--- config.mk ---
export PLATFORM = sky130hd
export DESIGN_NAME = waddr_gen
export DESIGN_NICKNAME = d
export VERILOG_FILES = /design/src/rtl/line_buf_pkg.sv /design/src/rtl/waddr_gen.sv
export SDC_FILE = /design/constraint.sdc
export NUM_CORES = 1
export LEC_CHECK = 0
export CAP_MARGIN = 20
export CORE_ASPECT_RATIO = 1.25
export CORE_MARGIN = 10
export CORE_UTILIZATION = 33
export DETAILED_ROUTE_END_ITERATION = 7
export GPL_TIMING_DRIVEN = 0
export SLEW_MARGIN = 10
export SYNTH_ARGS = -nofsm -noshare
export SYNTH_HDL_FRONTEND = slang
export SYNTH_SLANG_ARGS = --single-unit
--- constraint.sdc ---
create_clock -name clk -period 3.3 [get_ports clk]
set_input_delay 0.33 -clock clk [delete_from_list [all_inputs] [get_ports clk]]
set_output_delay 0.33 -clock clk [all_outputs]
set_load 0.03 [all_outputs]
--- src/rtl/line_buf_pkg.sv ---
// Shared line-buffer definitions: FSM state encoding, default depth, and the
// address/head width helper used by both the reader and the writer.
package line_buf_pkg;

  typedef enum logic [1:0] {
    IDLE  = 2'd0,
    WRITE = 2'd1,
    DONE  = 2'd2,
    DROP  = 2'd3
  } lb_state_t;

  localparam int NUM_DEFAULT = 1280;

  // Wide enough to hold NUM itself (the "line complete" head code).
  function automatic int lb_width(input int num);
    return $clog2(num + 1);
  endfunction

endpackage

--- src/rtl/waddr_gen.sv ---
// Line-buffer writer: turns a de/pixel stream into write strobes and publishes
// a committed-pixel head count that paces the reader.
module waddr_gen
  import line_buf_pkg::*;
#(
  parameter  int NUM = NUM_DEFAULT,
  parameter  int DW  = 16,
  localparam int W   = lb_width(NUM)
) (
  input  logic          clk,
  input  logic          rstn,
  input  logic          vsync,
  input  logic          de,
  input  logic [DW-1:0] pix,
  input  logic          rd_finish,
  output logic          we,
  output logic [W-1:0]  waddr,
  output logic [DW-1:0] wdata,
  output logic [W-1:0]  head,
  output logic          short_line,
  output logic          drop,
  output logic          ovf
);

  localparam logic [W-1:0] ONE  = W'(1);
  localparam logic [W-1:0] LAST = W'(NUM - 1);
  localparam logic [W-1:0] FULL = W'(NUM);

  lb_state_t     state_q, state_d;
  logic [W-1:0]  count_q, count_d;
  logic [W-1:0]  waddr_q, waddr_d;
  logic [W-1:0]  head_q, head_d;
  logic [DW-1:0] wdata_q, wdata_d;
  logic          we_q, we_d;
  logic          short_q, short_d;
  logic          drop_q, drop_d;
  logic          ovf_q, ovf_d;
  logic          arm_q, arm_d;
  logic          de_q, vs_q;

  logic de_rise, vs_rise;
  assign de_rise = de & ~de_q;
  assign vs_rise = vsync & ~vs_q;

  always_ff @(posedge clk) begin
    if (!rstn) begin
      state_q <= IDLE;
      count_q <= '0;
      waddr_q <= '0;
      head_q  <= '0;
      wdata_q <= '0;
      we_q    <= 1'b0;
      short_q <= 1'b0;
      drop_q  <= 1'b0;
      ovf_q   <= 1'b0;
      arm_q   <= 1'b0;
      de_q    <= 1'b0;
      vs_q    <= 1'b0;
    end else begin
      state_q <= state_d;
      count_q <= count_d;
      waddr_q <= waddr_d;
      head_q  <= head_d;
      wdata_q <= wdata_d;
      we_q    <= we_d;
      short_q <= short_d;
      drop_q  <= drop_d;
      ovf_q   <= ovf_d;
      arm_q   <= arm_d;
      de_q    <= de;
      vs_q    <= vsync;
    end
  end

  // Head trails the write strobe by one cycle so it never covers the
  // address being written. arm_q blocks a line already in flight when
  // IDLE is entered (including straight out of reset).
  always_comb begin
    state_d = state_q;
    count_d = count_q;
    arm_d   = arm_q;
    we_d    = 1'b0;
    waddr_d = waddr_q;
    wdata_d = wdata_q;
    head_d  = we_q ? (waddr_q + ONE) : head_q;
    short_d = 1'b0;
    drop_d  = 1'b0;
    ovf_d   = ovf_q;

    if (vs_rise) begin
      state_d = IDLE;
      count_d = '0;
      head_d  = '0;
      ovf_d   = 1'b0;
      arm_d   = ~de;
    end else begin
      case (state_q)
        IDLE: begin
          head_d = '0;
          arm_d  = arm_q | ~de;
          if (de_rise && arm_q) begin
            state_d = WRITE;
            we_d    = 1'b1;
            waddr_d = '0;
            wdata_d = pix;
            count_d = ONE;
          end
        end
        WRITE: begin
          if (de) begin
            we_d    = 1'b1;
            waddr_d = count_q;
            wdata_d = pix;
            count_d = count_q + ONE;
            if (count_q == LAST) state_d = DONE;
          end else begin
            state_d = DONE;
            head_d  = FULL;
            short_d = 1'b1;
          end
        end
        DONE: begin
          if (de_rise) begin
            if (rd_finish) begin
              state_d = WRITE;
              head_d  = '0;
              we_d    = 1'b1;
              waddr_d = '0;
              wdata_d = pix;
              count_d = ONE;
            end else begin
              state_d = DROP;
              drop_d  = 1'b1;
            end
          end else if (de) begin
            ovf_d = 1'b1;
          end
        end
        DROP: begin
          if (!de) state_d = DONE;
        end
        default: state_d = IDLE;
      endcase
    end
  end

  assign we         = we_q;
  assign waddr      = waddr_q;
  assign wdata      = wdata_q;
  assign head       = head_q;
  assign short_line = short_q;
  assign drop       = drop_q;
  assign ovf        = ovf_q;

endmodule

# Word level (Yosys, flattened, before mapping)

Index checks and enable logic that the tools add are counted.

Register bits after elaboration: 58
Output and inout port bits: 42
Word-level logic and storage cells: 82

$add $sub $neg: 2
Multiplexer cells: 36
Equality and inequality tests: 10
Bitwise gates (word level): 11
Reduce and logical (&&, ||, !) cells: 11

Operator list:

| cell                    | count |
|---|---|
| $mux W11                | 12 |
| $pmux W11 S3            | 3 |
| $mux W16                | 4 |
| $pmux W16 S3            | 1 |
| $add A11 B1 Y11 const B | 2 |
| $mux W2                 | 6 |
| $eq A11 B11 Y1 const B  | 1 |
| $ne A2 B2 Y1 const B    | 5 |
| $mux W1                 | 8 |
| $not A1 Y1              | 8 |
| $pmux W2 S4             | 1 |
| $reduce_and A6 Y1       | 1 |
| $reduce_and A5 Y1       | 1 |
| $eq A2 B2 Y1 const B    | 2 |
| $reduce_and A4 Y1       | 1 |
| $reduce_or A4 Y1        | 1 |
| $ne A3 B3 Y1 const B    | 1 |
| $pmux W1 S3             | 1 |
| $reduce_and A3 Y1       | 1 |
| $reduce_bool A3 Y1      | 1 |
| $reduce_or A3 Y1        | 1 |
| $and A1 B1 Y1           | 2 |
| $eq A2 B1 Y1 const B    | 1 |
| $logic_not A2 Y1        | 1 |
| 4 further kinds         | 4 |

# Depth between registers and ports, before layout

Gate-level depths: netlist of the first run.

Depth after elaboration: 5
Depth in mapped cells: 7
Gate-level depth less buffers: 6

# Worst setup path before layout of the first run

OpenSTA, ideal clock, no wires.

Kind: register to register
From: register state_q[0]
To: register count_q[5]
Period minus slack after synthesis: 1,755 ps
Required time: 3,233 ps
Setup slack: 1,545 ps
Arrival time: 1,688 ps
Stages on the path, launching flop included: 8
Cells stage by stage: dfxtp_1 buf_6 and4bb_4 nand2_4 and2_4 buf_6 or4_4 a21oi_2

Word-level cells in the longest chain between the ends: 3
Elaborated cells between the ends (all ways): 10
Those cells by class: eq/ne: 6; mux: 1; reduce/logical: 3

RTL lines:

| what                                                                       | RTL line        | source |
|---|---|---|
| start, declared                                                            | waddr_gen.sv:29 | `lb_state_t state_q, state_d;` |
| start signal, assigned                                                     | waddr_gen.sv:60 | `state_q <= state_d;` |
| $eq A2 B2 Y1, or another cell as far along                                 | waddr_gen.sv:97 | `case (state_q)` |
| $ne A2 B2 Y1 (no source line) / $reduce_bool A3 Y1 (equally long branches) | n/a             |  |
| $reduce_and A5 Y1 (no source line)                                         | n/a             |  |
| end signal, assigned                                                       | waddr_gen.sv:61 | `count_q <= count_d;` |
| end, declared                                                              | waddr_gen.sv:30 | `logic [W-1:0] count_q, count_d;` |

Several ways; a longest one is shown, not always the timed one.
A chain may end at the register's enable or synchronous reset.

# Worst setup path in the final report of the first run

From: input port de
To: register waddr_q[1], in the netlist waddr[1]

Word-level cells in the longest chain between the ends: 4
Elaborated cells between the ends (all ways): 6
Those cells by class: eq/ne: 3; bitwise: 1; reduce/logical: 2

RTL lines:

| what                                   | RTL line         | source |
|---|---|---|
| start, declared                        | waddr_gen.sv:13  | `input logic de,` |
| $and A1 B1 Y1                          | waddr_gen.sv:42  | `assign de_rise = de & ~de_q;` |
| $logic_and A1 B1 Y1                    | waddr_gen.sv:101 | `if (de_rise && arm_q) begin` |
| $ne A2 B2 Y1 (no source line)          | n/a              |  |
| $reduce_and A6 Y1 (no source line) (*) | n/a              |  |
| end signal, assigned                   | waddr_gen.sv:62  | `waddr_q <= waddr_d;` |
| end, declared                          | waddr_gen.sv:31  | `logic [W-1:0] waddr_q, waddr_d;` |

Every way passes the cells marked *; elsewhere a longest branch is shown, timed or not.

==> results.toml, run 1 <==
[layout]
fin_nets = 386
n_antenna_cell = 0
final_common_cell = "clkdlybuf4s50_1"
final_cell_mix = "62 x clkdlybuf4s50_1, 58 x dfxtp_1, 42 x nand2_1, 37 x nand3_1, 32 x o21ai_0"
finish.utilization = 0.4798
drive_gt1_frac = 0.07065
syn_to_final_growth_pct = 39.09

[job]
cap_violations = 0

[cts]
root_buffer = "clkbuf_8"
clockBufferDepth = 2
cts_resized = 0
clk_latency_ns = 0.34
cts_setup_buffers = 0
ctsHoldBuffers = 0
cts-buffers-inserted = 9
clk_pin_slew_worst_paths_ns = 0.07
cts_tree = "built"
clkSinkCount = 58
htree_levels = 3

[run_status]
status = "finished clean"

[power]
ir_drop_mv = 0.2529
sequentialPowerShare = 0.461
p_comb_frac = 0.071
p_leak_nw = 1.096
power_switching_w = 0.0003513
swShare = 0.2262
power_density_mw_per_mm2 = 458.4
clkPwrFrac = 0.468
intPower_w = 0.001202

[synth]
synth_largest_area_cell = "dfxtp_1"
ys_types = 41
synth_warnings = 0
synth-seq-area-share = 0.4766
mappedNetlistArea_mm2 = 0.002436
synthArstFlopShare = 0
syn_avg_cell_area_um2 = 8.400
synth_top_cell_area_share = 0.4766
ys_seq_elements = 58
synth_ff_type = "dfxtp_1"
syn_nets = 313
synth_cells = 290
yosys-top-cells-area = "dfxtp_1 48%, nand3_1 7.6%, o21ai_0 6.6%"
synth_edf_count = 0

[critical_path]
worst_setup_path_start_kind = "input port"
required_ns = 3.56
critPathCaptureType = "register"
cp_max_fo = 10
path_class = "in2reg"
cp.arrival_ns = 2.47

[global_routing]
grt_pass1_wl_mm = 11.00
grt_pass1_vias = 2307
gr-total-overflow = 0
grt_usage = 0.1191
antenna_found_initial = 0
grt_max_degree = 11

[die]
die-area_mm2 = 0.01124
die_w_um = 96.85
core_area_mm2 = 0.007062
die_y_um = 116.1
ioPinCount = 63
initial_core_util = 0.3450
placementRows = 34

[timing]
finalSetupTns_ns = 0
slew_viol_final = 0
worstMarginPinSlew_ns = 0.6998
period_needed_ns = 2.203
fmax_mhz = 454.0
grt_setup_unrepaired = "false"
holdWs_ns = 0.4570
slew_headroom = 0.5303
final-setup-viol-count = 0
post-route-period-util = 0.6674
fin_skew_ns = 0.009281
hold_viol_final = 0

[detailed_routing]
vias_per_cell = 4.932
highest_layer = "met4"
met3_length_um = 787
routedWlPerCell_um = 14.13
met1_length_mm = 2.586
finalWirelength_mm = 6.471
ant_nets = 0
first_pass_iters = 4
num_vias = 2259
wl_met2_mm = 2.917
drc = 0
drt_iter0_drc = 86

[place]
place.gp.congestion = 0.7926
dpl.hpwl_mm = 4.923
portBuffers = 62

[worst_hold_path]
worstHoldPathType = "reg2reg"
-- state kept, by name (all words and copies together), names as in the netlist, 2 cells and up --
| signal | cells |
|---|---|
| wdata | 16 |
| count_q | 11 |
| head | 11 |
| waddr | 11 |
| state_q | 2 |
-- synthesized netlist by cell type (3+ instances only) --
library cell / instances
nand2_1: 42
and2_1: 5
nor2_1: 22
xor2_1: 3
xnor2_1: 10
dfxtp_1: 58
a21oi_1: 8
inv_1: 7
or3_1: 3
o21ai_0: 32
a211oi_1: 7
clkbuf_1: 14
nand3_1: 37
-- stage by stage --
| step | std cells | instance area [µm²] | setup slack (ns) | power, W |
|---|---|---|---|---|
| 4_1_cts | 458 | 3388 | 1.122 | 0.001578 |
| 2_1_floorplan | 290 | 2436 | 1.545 | 0.0007876 |
| 3_3_place_gp | 442 | 3169 | 0.7816 | 0.0008425 |
| 3_5_place_dp | 442 | 3169 | 0.7612 | 0.0008441 |
| 6_report | 458 | 3388 | 1.097 | 0.001553 |
| 5_1_grt | 458 | 3388 | 0.8926 | 0.001615 |
-- metal layers --
metal	vias up	global-route usage
met2	70	0.1951
met5	-	0
met1	1026	0.1156
met3	11	0.06552
met4	0	0.07783
li1	1152	-
-- area by class of cell --
| class | count | area, µm² |
|---|---|---|
| fill | 723 | 3674 |
| multi-input combinational | 209 | 1174 |
| buffer | 16 | 75.07 |
| clock buffer | 11 | 141.4 |
| tap | 90 | 112.6 |
| timing repair buffer | 62 | 620.6 |
| clock inverter | 5 | 77.57 |
| inverter | 7 | 26.28 |
| sequential | 58 | 1161 |
-- kinds of logic after synthesis --
family	Yosys count	share of synthesized area
compound gates	65	0.1644
xor+xnor	13	0.04674
fa+ha+maj	2	0.01027
buf+inv	23	0.04160
flops	58	0.4766
mux	2	0.008218
simple gates	127	0.2522
-- path summary, 6_finish.rpt --
| kind | startpoint | to | slack [ns] | depth (start not counted) |
|---|---|---|---|---|
| max reg2reg | state_q[1] | waddr[1] | 1.29 | 6 |
| min reg2reg | wdata[13] | wdata[13] | 0.46 | 2 |
| min | wdata[13] | wdata[13] | 0.46 | 2 |
| max | de | waddr[1] | 1.10 | 7 |
-- worst max-delay path, cell delays in order --
cell and delay [ns]:
clkdlybuf4s50_1 0.64, nor2b_1 0.24, o21ai_2 0.17, a21boi_2 0.38, clkbuf_1 0.44, nand3_1 0.16
o21ai_0 0.10
-- power groups by stage --
| stage | Clock [W] | Combinational [W] | Sequential, W |
|---|---|---|---|
| 2_1_floorplan | 0 | 0.0000435 | 0.000744 |
| 6_report | 0.000726 | 0.000111 | 0.000716 |
| 3_5_place_dp | 0 | 0.000112 | 0.000732 |
| 3_3_place_gp | 0 | 0.000111 | 0.000731 |
| 5_1_grt | 0.000776 | 0.000122 | 0.000717 |
| 4_1_cts | 0.000749 | 0.000113 | 0.000716 |
Power figures use the tool's default switching activity.
==> inputs of run 2 (changes only) <==
Clock period 3.3 ns to 2 ns, I/O delays scaled along.
==> run 2 against run 1 <==
Largest cell class unchanged; setup slack lost 0.98 ns; clock-buffer cell count is the same; global-route usage is essentially flat.
==> results.toml, run 2 (same netlist as run 1, synthesis figures left out) <==
[run_status]
status = "finished clean"

[critical_path]
r2r_slack_ns = 0.11
path_class = "reg2reg"
required_ns = 2.27
worst_setup_path_start_kind = "register"
reg2reg_depth = 6
cp.arrival_ns = 2.16
cp_max_fo = 9
r2r_start = "state_q[1]"
endpoint = "count_q[5]"
startpoint = "state_q[1]"
worstReg2RegEnd = "count_q[5]"
critPathCaptureType = "register"

[place]
place_worst_setup_slack_ns = -0.4088
dpl.hpwl_mm = 4.923
portBuffers = 62
place.gp.congestion = 0.7926

[die]
die_y_um = 116.1
die-area_mm2 = 0.01124
initial_core_util = 0.3450
placementRows = 34
core_area_mm2 = 0.007062
ioPinCount = 63
die_w_um = 96.85

[timing]
fin_ws_ns = 0.1136
post-route-period-util = 0.9432
slew_headroom = 0.5308
final-setup-viol-count = 0
hold_viol_final = 0
period_needed_ns = 1.886
fmax_mhz = 530.1
slew_viol_final = 0
fin_skew_ns = 0.008691
finalSetupTns_ns = 0
grt_setup_unrepaired = "false"
worstMarginPinSlew_ns = 0.6991

[layout]
syn_to_final_growth_pct = 39.75
n_antenna_cell = 0
largest_reg_flops = 16
finish.utilization = 0.4821
num-fill-cells = 726
fin_nets = 386
multi_input_area_mm2 = 0.001181
drive_gt1_frac = 0.08424
register_area_mm2 = 0.001161
final_common_cell = "clkdlybuf4s50_1"
final_cell_mix = "61 x clkdlybuf4s50_1, 58 x dfxtp_1, 42 x nand2_1, 37 x nand3_1, 32 x o21ai_0"

[cts]
htree_levels = 3
clkSinkCount = 58
clockBufferDepth = 2
clk_pin_slew_worst_paths_ns = 0.07
root_buffer = "clkbuf_8"
cts_setup_buffers = 0
cts-buffers-inserted = 9
cts_tree = "built"
ctsHoldBuffers = 0
clk_latency_ns = 0.34

[detailed_routing]
drt_iter0_drc = 108
routedWlPerCell_um = 14.07
drc = 0
num_vias = 2246
vias_per_cell = 4.904
first_pass_iters = 4
finalWirelength_mm = 6.446
ant_nets = 0

[global_routing]
grt_usage = 0.1194
grt_max_degree = 11
grt_pass1_vias = 2315
grt_pass1_wl_mm = 11.02
gr-total-overflow = 0
antenna_found_initial = 0

[power]
ir_drop_mv = 0.4013
p_leak_nw = 1.128
total_power_w = 0.002565
power_density_mw_per_mm2 = 753.4

[worst_hold_path]
worstHoldPathType = "in2reg"

[job]
cap_violations = 0
run 2: cell types whose count changed in the layout (fill, tap and decap cells not counted):
cell | before | now
clkbuf_1 | 15 | 10
a21boi_2 | 1 | 0
dlymetal6s2s_1 | 0 | 1
clkdlybuf4s50_1 | 62 | 61
clkbuf_2 | 0 | 5
a21boi_4 | 0 | 1
run 2: metrics by stage:
stage / cells / hold slack [ns] / cell area [µm²]
detailed placement: 442 / 0.4533 / 3169
global placement: 442 / 0.4425 / 3169
floorplan: 290 / 0.2758 / 2436
CTS: 458 / 0.4148 / 3392
finish: 458 / 0.2494 / 3405
global route: 458 / 0.2864 / 3405
run 2: worst max-delay path, stage by stage, from the launching register on:
cell	delay, ns
dfxtp_1	0.48
and4bb_4	0.29
nand2_4	0.10
and2_4	0.18
buf_6	0.13
or4_4	0.51
a21oi_2	0.13
run 2: final cells by class:
class / instances / area share
flip-flops and latches: 58 / 0.3410
repair buffers: 62 / 0.1830
inverters: 7 / 0.007718
clock inverters: 5 / 0.02279
multi-input cells: 209 / 0.3469
plain buffers: 16 / 0.02389
well taps: 90 / 0.03308
clock buffers: 11 / 0.04153
run 2: where the power goes:
part	leakage [nW]	internal (W)	switching, W	total, W
Sequential	0.469	0.00117	0.00000988	0.00118
Combinational	0.550	0.0000822	0.000103	0.000185
Clock	0.109	0.000731	0.000468	0.00120
Total	1.13	0.00198	0.000580	0.00257
run 2: routing by layer:
| metal | share of wire | wire length, µm | vias up | track usage |
|---|---|---|---|---|
| met2 | 0.45 | 2921 | 64 | 0.1960 |
| met4 | 0.027 | 176 | 0 | 0.07783 |
| met3 | 0.12 | 760 | 11 | 0.06552 |
| met5 | 0 | 0 | - | 0 |
| li1 | - | - | 1151 | - |
| met1 | 0.40 | 2588 | 1020 | 0.1156 |
run 2: worst min path at each step:
stage            endpoint  slack [ns]  startpoint  cells past startpoint
6_report       state_q[0]        0.25          de                      3
5_1_grt        state_q[0]        0.29          de                      3
4_1_cts         wdata[13]        0.41     pix[13]                      3
3_5_place_dp     wdata[3]        0.45    wdata[3]                      2
3_3_place_gp    wdata[14]        0.44   wdata[14]                      2
2_1_floorplan        drop        0.28   rd_finish                      1
run 2: what timing repair did:
action	4_1_cts	5_1_grt
pin swaps	0	0
gates resized for setup	3	6
endpoints found under the setup margin	16	26
